===== src/rtl/lfsr_stream_if.sv =====
// Stream/control bundle for lfsr_stream: seed load, run control, and the valid/ready PRBS output.
interface lfsr_stream_if #(
   parameter int unsigned WIDTH = 4
);
   logic             load;
   logic [WIDTH-1:0] seed;
   logic             start;
   logic             stop;
   logic             out_ready;
   logic             out_valid;
   logic [WIDTH-1:0] out_data;
   logic             wrap;
   logic             lockup;

   modport master (
      output load, seed, start, stop, out_ready,
      input  out_valid, out_data, wrap, lockup
   );

   modport slave (
      input  load, seed, start, stop, out_ready,
      output out_valid, out_data, wrap, lockup
   );
endinterface


===== src/rtl/lfsr_stream.sv =====
// Fibonacci LFSR PRBS source with loadable seed, run/idle FSM and valid/ready output stream.
// Optional all-zero lock-up recovery is enabled by defining LFSR_LOCKUP_RECOVER_EN.
module lfsr_stream #(
   parameter int unsigned      WIDTH        = 4,
   parameter logic [WIDTH-1:0] TAPS         = 4'b0011,
   parameter logic [WIDTH-1:0] SEED_DEFAULT = 4'b0001
) (
   input logic          clk,
   input logic          rst,
   lfsr_stream_if.slave bus
);

   typedef enum logic {
      IDLE = 1'b0,
      RUN  = 1'b1
   } fsm_t;

   fsm_t             fsm_r;
   logic             out_valid_r;
   logic [WIDTH-1:0] state_r;
   logic [WIDTH-1:0] seed_r;
   logic             wrap_r;
   logic             xfer_s;
   logic [WIDTH-1:0] step_s;

   // Shift right, parity of the tapped bits enters at the MSB.
   function automatic logic [WIDTH-1:0] lfsr_next(input logic [WIDTH-1:0] s);
      return {^(s & TAPS), s[WIDTH-1:1]};
   endfunction

   assign xfer_s = out_valid_r & bus.out_ready;
   assign step_s = lfsr_next(state_r);

   // Run/idle control; out_valid is registered alongside the state so it mirrors RUN.
   always_ff @(posedge clk or posedge rst) begin
      if (rst) begin
         fsm_r       <= IDLE;
         out_valid_r <= 1'b0;
      end else begin
         case (fsm_r)
            IDLE: begin
               if (bus.start && !bus.stop) begin
                  fsm_r       <= RUN;
                  out_valid_r <= 1'b1;
               end else begin
                  fsm_r       <= IDLE;
                  out_valid_r <= 1'b0;
               end
            end
            RUN: begin
               if (bus.stop) begin
                  fsm_r       <= IDLE;
                  out_valid_r <= 1'b0;
               end else begin
                  fsm_r       <= RUN;
                  out_valid_r <= 1'b1;
               end
            end
            default: begin
               fsm_r       <= IDLE;
               out_valid_r <= 1'b0;
            end
         endcase
      end
   end

`ifdef LFSR_LOCKUP_RECOVER_EN
   logic lockup_r;

   // LFSR state, seed register and wrap pulse; load beats recovery, recovery beats a step.
   always_ff @(posedge clk or posedge rst) begin
      if (rst) begin
         state_r  <= SEED_DEFAULT;
         seed_r   <= SEED_DEFAULT;
         wrap_r   <= 1'b0;
         lockup_r <= 1'b0;
      end else if (bus.load) begin
         state_r <= bus.seed;
         seed_r  <= bus.seed;
         wrap_r  <= 1'b0;
      end else if (state_r == {WIDTH{1'b0}}) begin
         // The word on the bus this cycle is discarded; no step is taken.
         state_r  <= SEED_DEFAULT;
         wrap_r   <= 1'b0;
         lockup_r <= 1'b1;
      end else if (xfer_s) begin
         state_r <= step_s;
         wrap_r  <= (step_s == seed_r);
      end else begin
         wrap_r <= 1'b0;
      end
   end

   assign bus.lockup = lockup_r;
`else
   // LFSR state, seed register and wrap pulse; load has priority over a step.
   always_ff @(posedge clk or posedge rst) begin
      if (rst) begin
         state_r <= SEED_DEFAULT;
         seed_r  <= SEED_DEFAULT;
         wrap_r  <= 1'b0;
      end else if (bus.load) begin
         state_r <= bus.seed;
         seed_r  <= bus.seed;
         wrap_r  <= 1'b0;
      end else if (xfer_s) begin
         state_r <= step_s;
         wrap_r  <= (step_s == seed_r);
      end else begin
         wrap_r <= 1'b0;
      end
   end

   assign bus.lockup = 1'b0;
`endif

   assign bus.out_valid = out_valid_r;
   assign bus.out_data  = state_r;
   assign bus.wrap      = wrap_r;

endmodule


===== src/flat_wrapper.sv =====
// flat-port wrapper written by rule: the top's interface ports become plain ports
module lfsr_stream_flat 
#(
   parameter int unsigned      WIDTH        = 4,
   parameter logic [WIDTH-1:0] TAPS         = 4'b0011,
   parameter logic [WIDTH-1:0] SEED_DEFAULT = 4'b0001
)
  (clk, rst, bus_load, bus_seed, bus_start, bus_stop, bus_out_ready, bus_out_valid, bus_out_data, bus_wrap, bus_lockup);
  lfsr_stream_if #(.WIDTH(WIDTH)) bus_i ();
  input logic clk;
  input logic rst;
  input wire logic [$bits(bus_i.load)-1:0] bus_load;
  input wire logic [$bits(bus_i.seed)-1:0] bus_seed;
  input wire logic [$bits(bus_i.start)-1:0] bus_start;
  input wire logic [$bits(bus_i.stop)-1:0] bus_stop;
  input wire logic [$bits(bus_i.out_ready)-1:0] bus_out_ready;
  output wire logic [$bits(bus_i.out_valid)-1:0] bus_out_valid;
  output wire logic [$bits(bus_i.out_data)-1:0] bus_out_data;
  output wire logic [$bits(bus_i.wrap)-1:0] bus_wrap;
  output wire logic [$bits(bus_i.lockup)-1:0] bus_lockup;
  assign bus_i.load = bus_load;
  assign bus_i.seed = bus_seed;
  assign bus_i.start = bus_start;
  assign bus_i.stop = bus_stop;
  assign bus_i.out_ready = bus_out_ready;
  assign bus_out_valid = bus_i.out_valid;
  assign bus_out_data = bus_i.out_data;
  assign bus_wrap = bus_i.wrap;
  assign bus_lockup = bus_i.lockup;
  lfsr_stream #(.WIDTH(WIDTH), .TAPS(TAPS), .SEED_DEFAULT(SEED_DEFAULT)) u_core (.clk(clk), .rst(rst), .bus(bus_i));
endmodule

===== config.mk =====
export PLATFORM = sky130hd
export DESIGN_NAME = lfsr_stream_flat
export DESIGN_NICKNAME = d
export VERILOG_FILES = /design/src/rtl/lfsr_stream_if.sv /design/src/rtl/lfsr_stream.sv /design/src/flat_wrapper.sv
export SDC_FILE = /design/constraint.sdc
export NUM_CORES = 1
export LEC_CHECK = 0
export ABC_AREA = 1
export CORE_AREA = 8 8 46 48
export CTS_CLUSTER_DIAMETER = 100
export CTS_CLUSTER_SIZE = 40
export DETAILED_ROUTE_END_ITERATION = 7
export DIE_AREA = 0 0 54 56
export GPL_TIMING_DRIVEN = 1
export PLACE_DENSITY = 0.67
export SETUP_SLACK_MARGIN = 0.15
export SYNTH_ARGS = -nofsm -noshare
export SYNTH_HDL_FRONTEND = slang
export SYNTH_SLANG_ARGS = --single-unit

===== constraint.sdc =====
create_clock -name clk -period 2.75 [get_ports clk]
set_clock_uncertainty 0.1 [all_clocks]
set_input_delay 0.4125 -clock clk [delete_from_list [all_inputs] [get_ports clk]]
set_output_delay 0.4125 -clock clk [all_outputs]
set_load 0.05 [all_outputs]

==> results of run 1 <==
registers in the layout (all words and copies together) (netlist names):
signal / cells
u_core.seed_r: 4
u_core.bus.out_valid: 1
u_core.bus.wrap: 1
u_core.bus.out_data: 4
Yosys cell counts:
| cell type | instances |
|---|---|
| nand2_1 | 27 |
| dfrtp_1 | 8 |
| inv_1 | 8 |
| nand3_1 | 6 |
| nor2_1 | 4 |
| o21ai_0 | 4 |
| inv_2 | 3 |
| dfstp_2 | 2 |
| nor2_2 | 2 |
| buf_4 | 1 |
| buf_6 | 1 |
| conb_1 | 1 |
| inv_4 | 1 |
| nand3_4 | 1 |
power by group through the flow:
stage	clock network [uW]	logic [uW]	registers (uW)
5_1_grt	143	113	178
3_3_place_gp	0	102	176
6_report	133	102	175
4_1_cts	137	103	175
2_1_floorplan	0	42.2	202
3_5_place_dp	0	103	177
cell usage in the layout (no fill, tap or decap):
master,instances
dfstp_2,2
conb_1,1
dfrtp_1,8
o21ai_0,4
clkbuf_4,3
nor2_2,2
nor2_1,4
nand3_1,6
inv_4,1
nand3_4,1
clkdlybuf4s50_1,15
clkbuf_8,1
inv_1,8
nand2_1,27
inv_2,3
kinds of logic after synthesis:
| logic type | Yosys count | share of synthesized area |
|---|---|---|
| buffers and inverters | 14 | 0.128 |
| AO/OA/AOI/OAI | 4 | 0.0386 |
| other | 1 | 0.00722 |
| flip-flops | 10 | 0.487 |
| AND/OR/NAND/NOR | 40 | 0.340 |
worst paths after layout:
check / slack [ps] / end / cells past startpoint / start
max: 620 / bus_out_data[0] / 1 / u_core.bus.out_data[0]
min: 300 / u_core.seed_r[3] / 2 / rst
max reg2reg: 1650 / u_core.bus.wrap / 6 / u_core.bus.out_data[0]
min reg2reg: 400 / u_core.bus.out_data[0] / 2 / u_core.bus.out_data[0]
max in group asynchronous: 1920 / u_core.seed_r[0] / 2 / rst
min in group clk: 400 / u_core.bus.out_data[0] / 2 / u_core.bus.out_data[0]
stage by stage:
step / instance area, um^2 / worst slack (ps) / std cells / power [uW]
2_1_floorplan: 519 / 1490 / 69 / 244
3_3_place_gp: 671 / 914 / 98 / 279
3_5_place_dp: 671 / 898 / 98 / 280
4_1_cts: 707 / 605 / 102 / 415
5_1_grt: 707 / 589 / 102 / 433
6_report: 707 / 625 / 102 / 410
area by class of cell:
cell class | instances | area share
inverters | 12 | 0.0673
well taps | 16 | 0.0283
multi-input cells | 45 | 0.283
clock buffers | 4 | 0.0513
flip-flops and latches | 10 | 0.358
repair buffers | 15 | 0.212
layer usage:
layer	part of all wire	vias up	track usage
met3	0.081	5	0.0241
li1	-	239	-
met4	0.042	0	0.0739
met2	0.40	18	0.123
met1	0.47	185	0.107
met5	0	-	0
==> run summary, run 1 <==
Worst path bufs/invs - 1
Vias in the first global route - 475
Fin Setup TNS - 0 ps
CTS root buf - clkbuf_4
Routed len/inst - 10.8 um
Cell internal pwr - 281 uW
Fin Hold WS - 303 ps
Port bufs - 15
CTS tree - built
Worst Path Arrival - 1610 ps
Synth top area share - 0.386
RSZ-0062 raised after global routing - false
Antenna Cells - 0
Post-CTS Hold Fix Bufs - 0
H-tree level count - 1
Register Area - 253 um^2
Area growth from synthesis to final layout - 36.1%
FMAX - 0.471 GHz
ANT nets after route - 0
Syn avg cell area - 7.53 um^2
PD cells - 580 nW/um^2
Setup Fix Bufs, Post-CTS - 0
Initial antenna violation count - 0
Post-synthesis sequential area ratio - 0.487
Clock Power Share - 0.325
Reg power frac - 0.426
Die area - 3020 um^2
LEAKAGE - 0.000358 uW
Worst hold path class - in -> async
Total Routing Usage GR - 0.0886
Period utilization - 0.773
First-pass GRT wire length - 2010 um
Final HPWL DP - 862 um
Cts repair resizes - 0
Syn Std Cell Area - 519 um^2
Fin. Hold Viols - 0
Yosys top cell by area - dfrtp_1
Top post-synthesis cells by area - dfrtp_1 39%, nand2_1 20%, dfstp_2 10%
GPL Wtd Cong - 0.765
Clock buffer count from CTS - 3
Clock tree buffer depth - 2
Filler cells - 155
CP top delay family - buffers and inverters
Yosys reg bits - 10
CP Cell Sequence - clkdlybuf4s50_1
Vias per std cell - 4.38
1st-pass router iterations - 4
I/O Pins - 17
Max_slew headroom - 0.666
Core footprint - 1440 um^2
Fin util - 0.492
Worst-path maximum fanout - 4
Via count - 447
Total Wirelength - 1100 um
GRT overflow - 0
Net Sw Frac - 0.315
Clock Pin Slew Worst Setup and Hold Paths - 70 ps
Switch Pwr - 129 uW
Status - complete, no violations
Maximum vdd ir drop - 0.248 mV
Logic pwr share - 0.250
Slowest stage cell, crit path - clkdlybuf4s50_1
CTS sink cnt - 10
Fin crit period - 2130 ps
Max cap viols - 0
Final setup fails - 0
Worst skew pair latency - 270 ps
Synthesized instance count - 69
Worst path max stage delay - 800 ps
Setup Crit Path Kind - reg -> out
Initial Utilization - 0.361
Pin count of the biggest net entering global routing - 11
Cell variety after synth - 14
DIE WIDTH - 54 um
FP Rows - 14
Layout cell share with drive strength beyond 1 - 0.151
Worst-margin pin slew - 500 ps
Nets - 97
Crit. End Element - primary output
Fin. max-slew vios - 0
CP Launch Type - flip-flop
Die Y - 56 um
Syn_nets - 79
Yosys Warn Count - 0
Multi-input gate area - 200 um^2
CP Data Required Time - 2240 ps
Iter 0 DRT Violations - 10
# DRC - 0
Note: power is estimated with default switching activity, not from simulation.
==> run 2: changes to the inputs <==
- clock period: 2.75 -> 2 ns (I/O delays scaled with it)
==> run 2 against run 1 <==
  * Sequential cell count did not move
  * Global-route usage fell by 0.51 points
  * Routed wire length down 0.64%
  * Critical path type unchanged
  * Cell count unchanged
  * Critical path depth did not move
  * Via count fell by 0.45%
  * Largest cell class unchanged
  * Sequential share of layout area grew 0.51 points
  * Clock power up 38%
  * Core utilization shrank 0.70 points
==> run summary, run 2 (synthesis gave the netlist of run 1 again) <==
H-tree level count - 1 (unchanged)
Fin Hold WS - 212 ps (was 303 ps)
Core footprint - 1440 um^2 (unchanged)
Fin. max-slew vios - 0 (unchanged)
Final setup fails - 0 (unchanged)
Post-CTS Hold Fix Bufs - 0 (unchanged)
Crit. End Element - primary output (unchanged)
Initial Utilization - 0.361 (unchanged)
Die Y - 56 um (unchanged)
Status - complete, no violations (unchanged)
Total Wirelength - 1090 um (was 1100 um)
Maximum vdd ir drop - 0.342 mV (was 0.248 mV)
Worst reg2reg setup slack - 890 ps (was 1650 ps)
Final setup margin - 220 ps (was 625 ps)
CP Launch Type - flip-flop (unchanged)
First-pass GRT wire length - 1890 um (was 2010 um)
Worst hold path class - in -> async (unchanged)
M1 GR Usage - 0.104 (was 0.107)
Iter 0 DRT Violations - 20 (was 10)
Total Routing Usage GR - 0.0835 (was 0.0886)
GPL Wtd Cong - 0.821 (was 0.765)
Reg2reg path depth - 6 (unchanged)
Met3 GRT Util - 0.0160 (was 0.0241)
M2 GR Usage - 0.119 (was 0.123)
CP top delay family - buffers and inverters (unchanged)
Worst Setup SP - u_core.bus.wrap (was u_core.bus.out_data[0])
FP Rows - 14 (unchanged)
ANT nets after route - 0 (unchanged)
Worst skew pair latency - 260 ps (was 270 ps)
Setup Crit Path Kind - reg -> out (unchanged)
Clock Pin Slew Worst Setup and Hold Paths - 70 ps (about the same)
Post-Place Setup Slack - 384 ps (was 898 ps)
Vias per std cell - 4.36 (was 4.38)
Reg2reg end - u_core.bus.wrap (unchanged)
Die area - 3020 um^2 (unchanged)
Worst path max stage delay - 790 ps (was 800 ps)
DIE WIDTH - 54 um (unchanged)
Worst-path maximum fanout - 1 (was 4)
Vias in the first global route - 460 (was 475)
CTS root buf - clkbuf_4 (unchanged)
Pin count of the biggest net entering global routing - 11 (unchanged)
Routed len/inst - 10.7 um (was 10.8 um)
Via count - 445 (was 447)
Clock tree buffer depth - 2 (unchanged)
Fin Setup TNS - 0 ps (unchanged)
FMAX - 0.562 GHz
RSZ-0062 raised after global routing - false (unchanged)
Worst Path Arrival - 1380 ps (was 1610 ps)
Commonest non-fill, non-tap cells in the layout - 27 x nand2_1, 10 x clkdlybuf4s50_1, 8 x inv_1, 8 x dfrtp_1, 6 x nand3_1 (was 27 x nand2_1, 15 x clkdlybuf4s50_1, 8 x inv_1, 8 x dfrtp_1, 6 x nand3_1)
Fin crit period - 1780 ps
Max cap viols - 0 (unchanged)
Port bufs - 15 (unchanged)
GRT overflow - 0 (unchanged)
Most common cell after layout, fill and taps aside - nand2_1 (unchanged)
Setup Fix Bufs, Post-CTS - 0 (unchanged)
1st-pass router iterations - 4 (unchanged)
Dpl cell area - 663 um^2 (was 671 um^2)
Final instance area - 697 um^2 (was 707 um^2)
CP Data Required Time - 1600 ps (was 2240 ps)
Initial antenna violation count - 0 (unchanged)
I/O Pins - 17 (unchanged)
Area growth from synthesis to final layout - 34.2% (was 36.1%)
Fin. Hold Viols - 0 (unchanged)
Period utilization - 0.890
LEAKAGE - 0.000365 uW (was 0.000358 uW)
CTS tree - built (unchanged)
Clock buffer count from CTS - 3 (unchanged)
CTS sink cnt - 10 (unchanged)
PD cells - 801 nW/um^2 (was 580 nW/um^2)
Nets - 97 (unchanged)
Final HPWL DP - 886 um (was 862 um)
# DRC - 0 (unchanged)
Slowest stage cell, crit path - clkdlybuf4s50_1 (unchanged)
Layout cell share with drive strength beyond 1 - 0.186 (was 0.151)
FF-to-FF Start - u_core.bus.out_data[0] (unchanged)
Worst path bufs/invs - 1 (unchanged)
GRT Max-Usage Layer - met2 (unchanged)
CP Cell Sequence - clkdlybuf4s50_1 (unchanged)
Final std cells w/o fill - 102 (unchanged)
Antenna Cells - 0 (unchanged)
Placed Cells - 98 (unchanged)
## run 2: cell types whose count changed in the layout (fill, tap and decap cells not counted)
cell and change:
clkdlybuf4s50_1 -5, buf_4 +3, dlygate4sd2_1 +2
## run 2: through the flow
stage / total power (uW) / util
CTS: 564 / 0.485
global placement: 382 / 0.462
detailed placement: 383 / 0.462
finish: 558 / 0.485
global route: 593 / 0.485
floorplan: 336 / -
## run 2: timing repair
action,in CTS,in global routing
setup endpoints to repair,2,0
endpoints found under the hold margin,0,0
resized for setup,2,0
## run 2: layout make-up
cell class / instances / area (um^2)
tap: 16 / 20.0
inverter: 12 / 47.5
multi-input combinational: 45 / 200
fill: 145 / 739
clock buffer: 4 / 36.3
sequential: 10 / 253
timing repair buffer: 15 / 140
## run 2: metal layers
metal,vias up,share of wire
met3,2,0.059
met4,0,0.013
met1,192,0.49
met5,-,0
li1,238,-
met2,13,0.44
## run 2: power breakdown
part | internal (uW) | switching (uW)
clock network | 110 | 73.7
logic | 47.5 | 87.2
registers | 223 | 16.6
## run 2: worst max path at each step
stage                      endpoint  slack (ps)  cells after the start
floorplan           u_core.bus.wrap         740                      5
finish                     bus_wrap         220                      1
global route               bus_wrap         180                      1
global placement    bus_out_data[2]         400                      1
CTS                        bus_wrap         210                      1
detailed placement  bus_out_data[3]         380                      1
